[config.mk]
export PLATFORM = sky130hd
export DESIGN_NAME = qkv_proj_scheduler
export DESIGN_NICKNAME = d
export VERILOG_FILES = /design/src/rtl/qkv_proj_scheduler.sv
export SDC_FILE = /design/constraint.sdc
export NUM_CORES = 1
export LEC_CHECK = 0
export ABC_AREA = 0
export CORE_UTILIZATION = 50
export DETAILED_ROUTE_END_ITERATION = 12
export GPL_TIMING_DRIVEN = 0
export PLACE_DENSITY_LB_ADDON = 0.3
export SYNTH_ARGS = -nofsm -noshare
export SYNTH_HDL_FRONTEND = slang
export SYNTH_SLANG_ARGS = --single-unit
[constraint.sdc]
create_clock -name clk -period 3 [get_ports clk]
set_clock_uncertainty 0.1 [all_clocks]
set_input_delay 0.45 -clock clk [delete_from_list [all_inputs] [get_ports clk]]
set_output_delay 0.45 -clock clk [all_outputs]
set_load 0.01 [all_outputs]
[src/rtl/qkv_proj_scheduler.sv]
// qkv_proj_scheduler
// Runs the Q, K and V projection engines one after another so that they can
// share a single-port input-activation SRAM. On an accepted start the enabled
// engines are launched lowest index first. While an engine runs, its memory
// request is forwarded to the shared port. After each completion an idle gap
// is inserted before the next launch. A watchdog on each run flags a hung
// engine.
//
// Optional build macro: QKV_SCHED_PERF_EN adds per-engine RUN-cycle counters
// (perf_q, perf_k, perf_v).
//
// Ports
//   clk, rst_n                   clock, async active-low reset
//   start, eng_mask              batch request and engine selection
//   abort                        return to IDLE from any state
//   err_clr                      clear the sticky watchdog flag
//   busy, done                   status, one-cycle batch completion pulse
//   err, err_eng                 sticky timeout flag and offending engine
//   eng_en, eng_done             per-engine launch pulse / completion pulse
//   eng_mem_ceb/wen/addr         per-engine SRAM requests
//   INPUT_MEM_CEB/WEN/ADDR       shared SRAM port
//
// state  | meaning
// IDLE   | waiting for start
// PICK   | choose lowest remaining engine, or finish
// LAUNCH | one-cycle eng_en pulse, arm watchdog
// RUN    | engine owns the SRAM port, wait for its eng_done
// GAP    | idle cycles before the next pick
// DONE   | one-cycle done pulse
// ERR    | watchdog expired, port parked until err_clr or abort
module qkv_proj_scheduler #(
  parameter int N_ENG      = 3,
  parameter int ADDR_W     = 5,
  parameter int GAP_CYCLES = 2,
  parameter int TIMEOUT    = 65535
) (
  input  logic                  clk,
  input  logic                  rst_n,
  input  logic                  start,
  input  logic [2:0]            eng_mask,
  input  logic                  abort,
  input  logic                  err_clr,
  output logic                  busy,
  output logic                  done,
  output logic                  err,
  output logic [1:0]            err_eng,
  output logic [2:0]            eng_en,
  input  logic [2:0]            eng_done,
  input  logic [2:0]            eng_mem_ceb,
  input  logic [2:0]            eng_mem_wen,
  input  logic [3*ADDR_W-1:0]   eng_mem_addr,
`ifdef QKV_SCHED_PERF_EN
  output logic [31:0]           perf_q,
  output logic [31:0]           perf_k,
  output logic [31:0]           perf_v,
`endif
  output logic                  INPUT_MEM_CEB,
  output logic                  INPUT_MEM_WEN,
  output logic [ADDR_W-1:0]     INPUT_MEM_ADDR
);

  localparam int TW = (TIMEOUT > 1) ? $clog2(TIMEOUT + 1) : 1;
  localparam int GW = (GAP_CYCLES > 1) ? $clog2(GAP_CYCLES) : 1;
  localparam logic [TW-1:0] TIMER_LOAD = TW'(TIMEOUT - 1);
  localparam logic [GW-1:0] GAP_LOAD   = GW'((GAP_CYCLES > 0) ? GAP_CYCLES - 1 : 0);

  typedef enum logic [2:0] {
    S_IDLE,
    S_PICK,
    S_LAUNCH,
    S_RUN,
    S_GAP,
    S_DONE,
    S_ERR
  } state_t;

  state_t          state;
  logic [1:0]      sel;
  logic [2:0]      mask_q;
  logic [TW-1:0]   timer;
  logic [GW-1:0]   gap_cnt;
  logic            sel_done;

  always_comb begin
    sel_done = 1'b0;
    case (sel)
      2'd0:    sel_done = eng_done[0];
      2'd1:    sel_done = eng_done[1];
      2'd2:    sel_done = eng_done[2];
      default: sel_done = 1'b0;
    endcase
  end

  // Watchdog is a down-counter loaded in LAUNCH; reaching zero in RUN means
  // this is the TIMEOUT-th RUN cycle without completion. Completion is tested
  // first so it wins a same-cycle tie with the terminal count.
  always_ff @(posedge clk or negedge rst_n) begin
    if (!rst_n) begin
      state   <= S_IDLE;
      sel     <= 2'd0;
      mask_q  <= 3'b000;
      timer   <= '0;
      gap_cnt <= '0;
      err     <= 1'b0;
      err_eng <= 2'd0;
    end else begin
      if (err_clr) err <= 1'b0;
      if (abort) begin
        state   <= S_IDLE;
        mask_q  <= 3'b000;
        timer   <= '0;
        gap_cnt <= '0;
      end else begin
        case (state)
          S_IDLE: begin
            if (start) begin
              mask_q <= eng_mask;
              err    <= 1'b0;
              state  <= S_PICK;
            end
          end
          S_PICK: begin
            if (mask_q == 3'b000) begin
              state <= S_DONE;
            end else begin
              if (mask_q[0])      sel <= 2'd0;
              else if (mask_q[1]) sel <= 2'd1;
              else                sel <= 2'd2;
              mask_q <= mask_q & (mask_q - 3'd1);
              state  <= S_LAUNCH;
            end
          end
          S_LAUNCH: begin
            timer <= TIMER_LOAD;
            state <= S_RUN;
          end
          S_RUN: begin
            if (sel_done) begin
              if (GAP_CYCLES > 0) begin
                gap_cnt <= GAP_LOAD;
                state   <= S_GAP;
              end else begin
                state <= S_PICK;
              end
            end else if (timer == '0) begin
              err     <= 1'b1;
              err_eng <= sel;
              state   <= S_ERR;
            end else begin
              timer <= timer - 1'b1;
            end
          end
          S_GAP: begin
            if (gap_cnt == '0) state <= S_PICK;
            else               gap_cnt <= gap_cnt - 1'b1;
          end
          S_DONE: state <= S_IDLE;
          S_ERR: begin
            if (err_clr) state <= S_IDLE;
          end
          default: state <= S_IDLE;
        endcase
      end
    end
  end

  assign busy   = (state != S_IDLE);
  assign done   = (state == S_DONE);
  assign eng_en = (state == S_LAUNCH) ? (3'b001 << sel) : 3'b000;

  // Port is owned only in RUN; everywhere else it is parked (deselected).
  always_comb begin
    INPUT_MEM_CEB  = 1'b1;
    INPUT_MEM_WEN  = 1'b1;
    INPUT_MEM_ADDR = '0;
    if (state == S_RUN) begin
      case (sel)
        2'd0: begin
          INPUT_MEM_CEB  = eng_mem_ceb[0];
          INPUT_MEM_WEN  = eng_mem_wen[0];
          INPUT_MEM_ADDR = eng_mem_addr[0*ADDR_W +: ADDR_W];
        end
        2'd1: begin
          INPUT_MEM_CEB  = eng_mem_ceb[1];
          INPUT_MEM_WEN  = eng_mem_wen[1];
          INPUT_MEM_ADDR = eng_mem_addr[1*ADDR_W +: ADDR_W];
        end
        2'd2: begin
          INPUT_MEM_CEB  = eng_mem_ceb[2];
          INPUT_MEM_WEN  = eng_mem_wen[2];
          INPUT_MEM_ADDR = eng_mem_addr[2*ADDR_W +: ADDR_W];
        end
        default: begin
          INPUT_MEM_CEB  = 1'b1;
          INPUT_MEM_WEN  = 1'b1;
          INPUT_MEM_ADDR = '0;
        end
      endcase
    end
  end

`ifdef QKV_SCHED_PERF_EN
  // Counters hold after done/abort/ERR; only an accepted start clears them.
  always_ff @(posedge clk or negedge rst_n) begin
    if (!rst_n) begin
      perf_q <= 32'd0;
      perf_k <= 32'd0;
      perf_v <= 32'd0;
    end else if (state == S_IDLE && start && !abort) begin
      perf_q <= 32'd0;
      perf_k <= 32'd0;
      perf_v <= 32'd0;
    end else if (state == S_RUN) begin
      case (sel)
        2'd0: if (perf_q != 32'hFFFF_FFFF) perf_q <= perf_q + 32'd1;
        2'd1: if (perf_k != 32'hFFFF_FFFF) perf_k <= perf_k + 32'd1;
        2'd2: if (perf_v != 32'hFFFF_FFFF) perf_v <= perf_v + 32'd1;
        default: ;
      endcase
    end
  end
`endif

endmodule

==> flow_metrics.env <==
export IMPL_cts_root_buf="clkbuf_8"
export IMPL_cts_setup_buffers=0
export IMPL_mostFrequentLayoutCells="44 x clkdlybuf4s50_1, 36 x nor2_1, 28 x dfrtp_1"
export IMPL_fill_cells=331
export IMPL_grt_max_degree=29
export IMPL_numCtsBuffers=3
export IMPL_firstDrtPassIters=4
export IMPL_drt_initial_drc_count=134
export IMPL_final_antenna_net_count=0
export IMPL_combPwrFrac_pct=50.2
export IMPL_grt_overflow_total=0
export IMPL_die_h_um=65.30
export IMPL_cp_end_kind="output pin"
export IMPL_start_util_pct=53.51
export IMPL_powerDensity_nw_per_um2=594.0
export IMPL_ys_warn_count=0
export IMPL_synth_edff_count=0
export IMPL_grt_pass1_wl_um=8700
export IMPL_max_slew_margin_pct=40.47
export IMPL_path_clk_slew_ps=100
export IMPL_boundaryPins=47
export IMPL_cp_max_fo=10
export IMPL_slew_violations=0
export IMPL_place_ws_ps=198.8
export IMPL_regArea_sq_um=700.7
export IMPL_place_gp_congestion=0.8834
export IMPL_seqPwrFrac_pct=30.3
export IMPL_cts_max_level=1
export IMPL_drcViolationCount=0
export IMPL_netlist_instances=249
export IMPL_yosysSeqAreaShare_pct=34.98
export IMPL_ctsHoldBuffers=0
export IMPL_clk_insertion_delay_late_ps=280
export IMPL_ys_types=45
export IMPL_path_class="reg -> out"
export IMPL_vias=2082
export IMPL_fmax_ghz=0.3562
export IMPL_r2r_slack_ps=460
export IMPL_antenna_found_initial=0
export IMPL_crit_path_start_kind="flop"
export IMPL_dp_hpwl_um=3924
export IMPL_cts_tree="done"
export IMPL_multi_input_comb_area_sq_um=1205
export IMPL_routed_wl_um=5333
export IMPL_ys_flop_type="dfrtp_1"
export IMPL_die_w_um=65.30
export IMPL_fp_coreArea_sq_um=3744
export IMPL_internal_power_uw=916.6
export IMPL_outcome="complete, no violations"
export IMPL_syn_area_sq_um=2003
export IMPL_netSwitchingFraction_pct=40.16
export IMPL_final_common_cell="clkdlybuf4s50_1"
export IMPL_setup_viol=0
export IMPL_holdCritPathClass="in -> async"
export IMPL_cts_max_path_buffers=2
export IMPL_dieArea_sq_um=4263
export IMPL_min_period_ps=2807
export IMPL_setup_slack_ps=192.9
export IMPL_syn_nets=282
export IMPL_ir_drop_uv=341.6
export IMPL_reg2regPathDepth=8
export IMPL_grt_pass1_vias=1883
export IMPL_synth_area_per_cell_sq_um=8.045
export IMPL_power_total_uw=1532
export IMPL_tightestPinTransition_ps=892.9
export IMPL_drive_gt1_share_pct=6.397
export IMPL_cp_data_arrival_time_ps=2260
export IMPL_finalHoldViolCount=0
export IMPL_power_switching_uw=615.2
export IMPL_numPortBuffers=45
export IMPL_async_flop_share_pct=100.0
export IMPL_cap_violations=0
export IMPL_fin_nets=331
export IMPL_p_leak_uw=0.001028
export IMPL_insertedDiodeCount=0
export IMPL_required_ps=2450
export IMPL_fin_crit_sh_pct=93.57
export IMPL_syn2layout_area_growth_pct=28.73
export IMPL_wl_per_cell_um=15.46
export IMPL_ys_ff_latch=28
export IMPL_cts_sinks=28
export IMPL_p_clk_share_pct=19.5
export IMPL_vias_per_cell=6.035
export IMPL_rows=22
export IMPL_grt_usage_pct=26.17
power by group through the flow:
| stage | sequential (uW) | combinational [uW] | clock [uW] |
|---|---|---|---|
| final | 464 | 769 | 299 |
| after floorplan | 459 | 562 | 0 |
| after detailed placement | 471 | 756 | 0 |
| after CTS | 464 | 761 | 303 |
| after global routing | 470 | 833 | 316 |
| after global placement | 469 | 744 | 0 |
Yosys cell counts, types with 2 or more instances:
cell type	number	area, sq um
o22ai_1	2	12.51
nor3b_1	3	22.52
nand4_1	3	18.77
nand3_1	6	30.03
clkbuf_1	14	52.55
a31oi_1	2	12.51
nor4_1	3	18.77
buf_2	3	15.01
o311a_1	2	20.02
nor2b_1	2	12.51
or3_1	4	25.02
nand3b_1	2	15.01
a311oi_1	2	17.52
and3_1	3	18.77
nor3_1	8	40.04
mux2i_1	15	150.1
nor2_1	36	135.1
a21oi_1	20	100.1
nand2b_1	5	31.28
dfrtp_1	28	700.7
nand2_1	26	97.59
inv_1	8	30.03
mux2_2	4	45.04
a211oi_1	19	142.6
o21ai_0	9	45.04
through the flow:
stage	TNS, ps	hold slack [ps]	cell area [sq um]	utilization, %	instances
after CTS	0	432.5	2586	69.08	346
after detailed placement	0	410.2	2514	67.15	342
final	0	70.93	2579	68.88	345
after global placement	0	388.5	2514	67.15	342
after floorplan	0	54.41	2003	-	249
after global routing	-20.76	136.2	2579	68.88	345
routing by layer:
metal / track usage, % / vias to the layer above / share of wire [%] / wire length (um)
li1: - / 1013 / - / -
met1: 36.14 / 988 / 46 / 2441
met2: 42.40 / 77 / 47 / 2523
met3: 4.514 / 4 / 6.3 / 338
met4: 6.522 / 0 / 0.54 / 29
met5: 0 / - / 0 / 0
state kept, by name, summed over array words and instances (netlist names):
name	count
err	1
err_eng	2
gap_cnt	1
mask_q	3
sel	2
state	3
timer	16
final timing paths:
path	from	endpoint
setup / recovery	state[1]	eng_en[1]
hold / removal	rst_n	mask_q[2]
setup reg to reg	timer[0]	timer[2]
hold reg to reg	err_eng[0]	err_eng[0]
max in group asynchronous	rst_n	gap_cnt
min in group clk	err_eng[0]	err_eng[0]
worst max-delay path, cell delays in order (launching register included):
cell	delay, ps
dfrtp_1	390
nor2b_1	170
clkbuf_2	240
clkbuf_2	270
nand2_1	120
nor3b_1	220
clkdlybuf4s50_1	560
repair_timing:
item | CTS | global route
pin swaps | 0 | 0
gates resized for setup | 1 | 2
setup endpoints to repair | 2 | 3
logic make-up (layout without fill, tap and decap cells):
family                     count (synthesis)  in the layout  synth area share, %
and+or+nand+nor                          108            108                26.86
AOI/OAI and AO/OA                         68             68                22.92
DFF                                       28             28                34.98
buffers and inverters                     25             73                4.872
muxes                                     19             19                9.744
adders and majority gates                  1              1               0.6245
final cells by class:
cell class	instances	area share [%]
buffer	16	2.572
clock buffer	3	1.601
clock inverter	1	1.164
inverter	8	1.164
multi-input combinational	196	46.73
sequential	28	27.17
tap	48	2.329
timing repair buffer	45	17.27
No activity file was read; power rests on OpenSTA's default activity.
